<file path="config.mk">
export PLATFORM = sky130hd
export DESIGN_NAME = systolic_host_port
export DESIGN_NICKNAME = d
export VERILOG_FILES = /design/src/rtl/systolic_host_port.sv
export SDC_FILE = /design/constraint.sdc
export NUM_CORES = 2
export LEC_CHECK = 0
export BUFFER_PORTS_ARGS = -buffer_cell sky130_fd_sc_hd__buf_4
export CAP_MARGIN = 20
export CORE_AREA = 3 3 354 356
export CTS_CLUSTER_DIAMETER = 30
export CTS_CLUSTER_SIZE = 24
export DETAILED_ROUTE_END_ITERATION = 8
export DIE_AREA = 0 0 357 359
export HOLD_SLACK_MARGIN = 0.03
export PLACE_DENSITY_LB_ADDON = 0.05
export SLEW_MARGIN = 20
export SYNTH_ARGS = -nofsm -noshare
export SYNTH_HDL_FRONTEND = slang
export SYNTH_SLANG_ARGS = --single-unit
export TNS_END_PERCENT = 50
</file>
<file path="constraint.sdc">
create_clock -name clk -period 22.3 [get_ports clk]
set_clock_uncertainty 0.05 [all_clocks]
set_input_delay 2.23 -clock clk [delete_from_list [all_inputs] [get_ports clk]]
set_output_delay 2.23 -clock clk [all_outputs]
set_load 0.1 [all_outputs]
</file>
<file path="src/rtl/systolic_host_port.sv">
// Host port for the 4x4 int8 systolic MAC: streams A rows / B columns out as
// 64-bit beats, gathers 64-bit result beats into a 512-bit result, with a watchdog.
module systolic_host_port #(
  parameter int unsigned BEATS_IN    = 4,
  parameter int unsigned BEATS_OUT   = 8,
  parameter int unsigned TIMEOUT_CYC = 1024
) (
  input  logic         clk,
  input  logic         reset,
  input  logic         start,
  input  logic [127:0] a_mat,
  input  logic [127:0] b_mat,
  output logic         valid_in,
  output logic [63:0]  data_out,
  output logic         src_valid,
  input  logic         dest_ready,
  input  logic [63:0]  final_data_in,
  input  logic         dest_valid,
  output logic         src_ready,
  input  logic         done_matrix_mult,
  output logic [511:0] result,
  output logic         result_valid,
  output logic         busy,
  output logic         error
);

  localparam int unsigned IN_W  = (BEATS_IN  > 1) ? $clog2(BEATS_IN)  : 1;
  localparam int unsigned OUT_W = (BEATS_OUT > 1) ? $clog2(BEATS_OUT) : 1;
  localparam int unsigned TO_W  = $clog2(TIMEOUT_CYC) + 1;

  typedef enum logic [2:0] {IDLE, REQ, SEND, COLLECT, WAIT_DONE} state_t;

  state_t           state, state_next;
  logic [127:0]     a_reg, b_reg;
  logic [IN_W-1:0]  in_cnt;
  logic [OUT_W-1:0] out_cnt;
  logic [TO_W-1:0]  to_cnt;
  logic [63:0]      beat;
  logic             in_xfer, out_xfer, last_in, last_out, timed_out;
  logic             accept, finish, abort;

  always_comb begin
    src_valid = (state == REQ) || (state == SEND);
    valid_in  = (state == REQ);
    src_ready = (state == COLLECT);
    busy      = (state != IDLE);
    in_xfer   = src_valid && dest_ready;
    out_xfer  = src_ready && dest_valid;
    last_in   = (in_cnt == IN_W'(BEATS_IN - 1));
    last_out  = (out_cnt == OUT_W'(BEATS_OUT - 1));
    timed_out = (to_cnt == TO_W'(TIMEOUT_CYC - 1));
    accept    = (state == IDLE) && start;
  end

  // Beat k carries A row k (upper word) and B column k (lower word).
  always_comb begin
    beat = '0;
    for (int unsigned k = 0; k < 4; k++) begin
      if (in_cnt == IN_W'(k)) begin
        for (int unsigned c = 0; c < 4; c++)
          beat[63-8*c -: 8] = a_reg[127-8*(4*k+c) -: 8];
        for (int unsigned r = 0; r < 4; r++)
          beat[31-8*r -: 8] = b_reg[127-8*(4*r+k) -: 8];
      end
    end
    data_out = src_valid ? beat : '0;
  end

  // A handshake in the same cycle as the watchdog expiring counts as progress.
  always_comb begin
    state_next = state;
    finish     = 1'b0;
    abort      = 1'b0;
    case (state)
      IDLE: if (start) state_next = REQ;
      REQ: begin
        if (in_xfer)        state_next = last_in ? COLLECT : SEND;
        else if (timed_out) abort = 1'b1;
      end
      SEND: begin
        if (in_xfer) begin
          if (last_in) state_next = COLLECT;
        end else if (timed_out) begin
          abort = 1'b1;
        end
      end
      COLLECT: begin
        if (out_xfer) begin
          if (last_out) begin
            if (done_matrix_mult) begin
              finish     = 1'b1;
              state_next = IDLE;
            end else begin
              state_next = WAIT_DONE;
            end
          end
        end else if (timed_out) begin
          abort = 1'b1;
        end
      end
      WAIT_DONE: begin
        if (done_matrix_mult) begin
          finish     = 1'b1;
          state_next = IDLE;
        end else if (timed_out) begin
          abort = 1'b1;
        end
      end
      default: state_next = IDLE;
    endcase
    if (abort) state_next = IDLE;
  end

  always_ff @(posedge clk or posedge reset) begin
    if (reset) state <= IDLE;
    else       state <= state_next;
  end

  always_ff @(posedge clk or posedge reset) begin
    if (reset) begin
      a_reg        <= '0;
      b_reg        <= '0;
      in_cnt       <= '0;
      out_cnt      <= '0;
      to_cnt       <= '0;
      result       <= '0;
      result_valid <= 1'b0;
      error        <= 1'b0;
    end else begin
      result_valid <= finish;

      if (accept) begin
        a_reg  <= a_mat;
        b_reg  <= b_mat;
        in_cnt <= '0;
        error  <= 1'b0;
      end else if (abort) begin
        error <= 1'b1;
      end

      if (in_xfer) begin
        in_cnt <= last_in ? '0 : in_cnt + 1'b1;
        if (last_in) out_cnt <= '0;
      end

      if (out_xfer) begin
        out_cnt <= out_cnt + 1'b1;
        for (int unsigned i = 0; i < BEATS_OUT; i++)
          if (out_cnt == OUT_W'(i)) result[511-64*i -: 64] <= final_data_in;
      end

      if (state_next != state || in_xfer || out_xfer) to_cnt <= '0;
      else if (state != IDLE)                          to_cnt <= to_cnt + 1'b1;
    end
  end

endmodule

</file>
# Yosys cells after proc, flatten, opt, wreduce, memory -nomap -nowiden
# Index checks and enable logic that the tools add are counted.
dict set report word_totals {
  register_bits 789
  in_bits 326
  output_inout_bits 582
  word_cells 95
}
dict set report op_classes {
  add_sub_neg 3
  eq_ne 16
  mux 35
  reduce_logical 25
}
# op count
set ops {}
lappend ops {{$mux W64} 5}
lappend ops {{$mux W3} 12}
lappend ops {{$mux W11} 2}
lappend ops {{$reduce_and A2 Y1} 9}
lappend ops {{$eq A3 B3 Y1 const B} 5}
lappend ops {{$pmux W3 S5} 1}
lappend ops {{$eq A3 B2 Y1 const B} 4}
lappend ops {{$add A11 B1 Y11 const B} 1}
lappend ops {{$eq A11 B10 Y1 const B} 1}
lappend ops {{$mux W1} 10}
lappend ops {{$reduce_bool A2 Y1} 5}
lappend ops {{$eq A3 B1 Y1 const B} 2}
lappend ops {{$logic_not A3 Y1} 2}
lappend ops {{$mux W2} 3}
lappend ops {{$eq A2 B2 Y1 const B} 2}
lappend ops {{$add A3 B1 Y3 const B} 1}
lappend ops {{$logic_and A1 B1 Y1} 3}
lappend ops {{$logic_or A1 B1 Y1} 3}
lappend ops {{$ne A3 B3 Y1} 1}
lappend ops {{$pmux W1 S3} 1}
lappend ops {{$reduce_bool A3 Y1} 1}
lappend ops {{$add A2 B1 Y2 const B} 1}
lappend ops {{$eq A2 B1 Y1 const B} 1}
lappend ops {{$logic_not A2 Y1} 1}
lappend ops {{other kinds (2)} 2}

# Logic depth before layout (Yosys ltp)
dict set report depth {
  ltp_word 10
  depth_mapped 9
  depth_no_buf 7
}

# Worst setup path after synthesis
# OpenSTA, ideal clock, no wires.
dict set report synth_timing {
  kind {register -> output}
  from {register in_cnt[0]}
  to {output port data_out[57]}
  arrival_ns 2.836
  required_ns 20.020
  setup_slack_ns 17.184
  path_stages_with_launch 10
  n_path_buf 2
  cell_sequence {dfrtp_1 inv_1 ha_1 nor2b_1 clkbuf_1 clkbuf_1 a221oi_1 nor3_1 a21oi_1 nor2_1}
}
dict set report synth_between {
  elab_chain_len 6
  word_cells_on_any_way 9
  cone_classes {3 x eq/ne; 5 x mux; 1 x reduce/logical}
}
# item line
set synth_lines {}
lappend synth_lines {{start, declared} 35} ;# logic [IN_W-1:0] in_cnt;
lappend synth_lines {{start signal, assigned} 142} ;# in_cnt <= last_in ? '0 : in_cnt + 1'b1;
lappend synth_lines {{$logic_not A2 Y1} 59} ;# if (in_cnt == IN_W'(k)) begin
lappend synth_lines {{$mux W64 (3 in series)} 59}
lappend synth_lines {{$mux W64 *} 59}
lappend synth_lines {{$mux W64 *} 66} ;# data_out = src_valid ? beat : '0;
lappend synth_lines {{end, declared} 14} ;# output logic [63:0] data_out,
# Mark *: on every way between the ends. The rest lies on a longest branch, timed or not.

# Worst setup path after layout
dict set report layout_timing {
  from {register in_cnt[1]}
  to {output port data_out[32]}
}
# The elaborated chain is that of the path after synthesis.

==> metrics.md <==
| Metric | Value |
|---|---|
| Status | `finished, final reports clean` |
| Vias | `25200` |
| Layout Cells excl Fill | `5617` |
| Critical path's most frequent cell | `buf_4` |
| Ports | `908` |
| Clk sinks | `789` |
| Clock Path Buffers | `3` |
| Most common cell after layout, fill and taps aside | `nand2_1` |
| Tot GR Track Use | `0.201` |
| Core area | `122000 µm²` |
| Relative slew slack | `0.289` |
| DP Cell Count | `5207` |
| Dpl ws | `15960 ps` |
| H-tree depth | `4` |
| Synth warn | `0` |
| RSZ-0062 raised after global routing | `false` |
| Die width | `357 µm` |
| Worst-Margin Slew | `1070 ps` |
| Mapped Nets | `3161` |
| DRC Markers | `0` |
| Final Setup Violations | `0` |
| Largest net degree at the start of global routing | `189` |
| Sequential area share after synthesis | `0.620` |
| Crit-path max cell delay | `790 ps` |
| Port Buffers | `907` |
| Worst setup margin | `15870 ps` |
| Max-cap check violation count | `0` |
| Yosys top cell by area | `dfrtp_1` |
| Total die area | `128000 µm²` |
| Die Span Y | `359 µm` |
| Fin crit period | `6430 ps` |
| GRT Residual Overflow | `0` |
| P&R area growth vs syn | `50.4%` |
| Ys async rst share | `1.00` |
| Cells after Synth | `2824` |
| Starting Density | `0.261` |
| Register area | `19700 µm²` |
| Num CTS Buffers | `213` |
| Post-CTS Setup Bufs | `0` |
| F_max | `0.156 GHz` |
| Critical path peak fanout | `66` |
| Root buffer cell | `clkbuf_16` |
| Crit. End Element | `output port` |
| Wire length per cell | `23.3 µm` |
| Setup CP Type | `flip-flop to output port` |
| Post-synth top area share | `0.620` |
| Crit path cell chain | `inv_1 > ha_2 > buf_4 > nor2b_4 > buf_4 > a221oi_1 > nor3_1 > a21oi_1 > nor2_1 > buf_4` |
| CTS tree | `done` |
| Final ANT Viol Nets | `0` |
| Final period utilization | `0.288` |
| Clk_lat worst skew | `770 ps` |
| Synth unique cells | `41` |
| Multi-input logic area | `11400 µm²` |
| First-pass DRT Iterations | `5` |
| Initial antenna violation count | `11` |
| Layout cell share with drive strength beyond 1 | `0.445` |
| Most common flop cell mapped by yosys | `dfrtp_1` |
| Post-synth EDFFs | `0` |
| Crit path arrival time | `4150 ps` |
| GPL Wtd Cong | `0.820` |
| Crit path launch type | `flip-flop` |
| Vias in the first global route | `27000` |
| Clock slew at reported path FFs | `40 ps` |
| Largest register FFs | `512` |
| Filler cells | `12000` |
| Hold Buf Count CTS | `0` |
| Final Hold Fails | `0` |
| Max-slew violation count | `0` |
| Global-route wire length before repair | `191000 µm` |
| Nets | `4137` |
| Total Wirelength | `131000 µm` |
| Slowest-stage cell, CP | `buf_4` |
| Syn Area/Cell | `11.3 µm²` |
| Most frequent cells in the layout | `nand2_1, buf_4, dfrtp_1, mux2_2, clkbuf_16` |
| Vias per cell | `4.49` |
| Initial drt markers | `1288` |
| FP Rows | `128` |
| Worst Hold Class | `flip-flop to flip-flop` |
| CP top delay family | `buffers and inverters` |
| Largest cells by area after synthesis | `dfrtp_1, mux2_2, nand2_1` |
| CP Buf/Inv Count | `4` |
| Yosys reg bits | `789` |
| Post-route setup TNS | `0 ps` |
| Cts repair resizes | `0` |
| Synthesized cell area | `31800 µm²` |
| CP Data Required Time | `20020 ps` |
| HPWL after DPL | `90200 µm` |
[layer usage]
layer	wire length, µm	global-route usage	up-vias
li1	-	-	11400
met1	50400	0.227	12800
met2	66400	0.347	792
met3	10100	0.0695	212
met4	4140	0.0737	4
met5	23	0	-
[synthesized netlist by cell type (3+ instances only)]
| cell type | n |
|---|---|
| xor2_1 | 6 |
| clkbuf_1 | 124 |
| nand3_1 | 12 |
| ha_1 | 11 |
| nand2_1 | 985 |
| nor2_1 | 70 |
| mux2_2 | 448 |
| o21ai_0 | 3 |
| and3_1 | 4 |
| xnor2_1 | 5 |
| a221oi_1 | 63 |
| a21oi_1 | 67 |
| nor3_1 | 69 |
| nor4b_1 | 3 |
| inv_1 | 9 |
| nand4_1 | 4 |
| a21oi_2 | 10 |
| dfrtp_1 | 789 |
| buf_1 | 3 |
| buf_6 | 3 |
| nor2b_1 | 69 |
| buf_2 | 44 |
[logic make-up (layout without fill, tap and decap cells)]
| group | count (synthesis) | count (layout) | synth area share |
|---|---|---|---|
| AND/OR/NAND/NOR | 1228 | 1228 | 0.156 |
| flip-flops | 789 | 789 | 0.620 |
| multiplexers | 450 | 450 | 0.159 |
| buffers and inverters | 184 | 1344 | 0.0242 |
| AO/OA/AOI/OAI | 151 | 151 | 0.0332 |
| adder cells (fa/ha/maj) | 11 | 11 | 0.00432 |
| XOR/XNOR | 11 | 11 | 0.00303 |
| other | 0 | 8 | 0 |
[worst min-delay path, stage by stage, from the launching register on]
cell and delay [ps]:
dfrtp_1 330, nand2_1 50, nand2_1 50
[worst paths after layout]
kind / from / endpoint / slack, ps / cells past startpoint
min: b_reg[68] / b_reg[68] / 420 / 2
max: in_cnt[1] / data_out[32] / 15870 / 10
max reg2reg: state[1] / result[460] / 18890 / 4
min in group asynchronous: reset / a_reg[11] / 1540 / 2
max in group asynchronous: reset / result[325] / 16980 / 6
min reg2reg: b_reg[68] / b_reg[68] / 420 / 2
[per-stage QoR]
stage	util	hold slack, ps	instance area (µm²)
after floorplan	-	388	31800
after global placement	0.330	409	40300
after detailed placement	0.330	412	40300
after CTS	0.392	423	47800
after global routing	0.392	435	47900
final	0.392	418	47900
[layout make-up]
type / instances / area share
clock buffer: 301 / 0.128
multi-input combinational: 1851 / 0.239
tap: 1625 / 0.0425
clock inverter: 98 / 0.0280
sequential: 789 / 0.412
timing repair buffer: 936 / 0.149
inverter: 9 / 0.000784
antenna: 8 / 0.000418
Power is left out: the tool's default activity adds up to more than one toggle a clock period on the data nets, which glitch-free logic cannot reach.
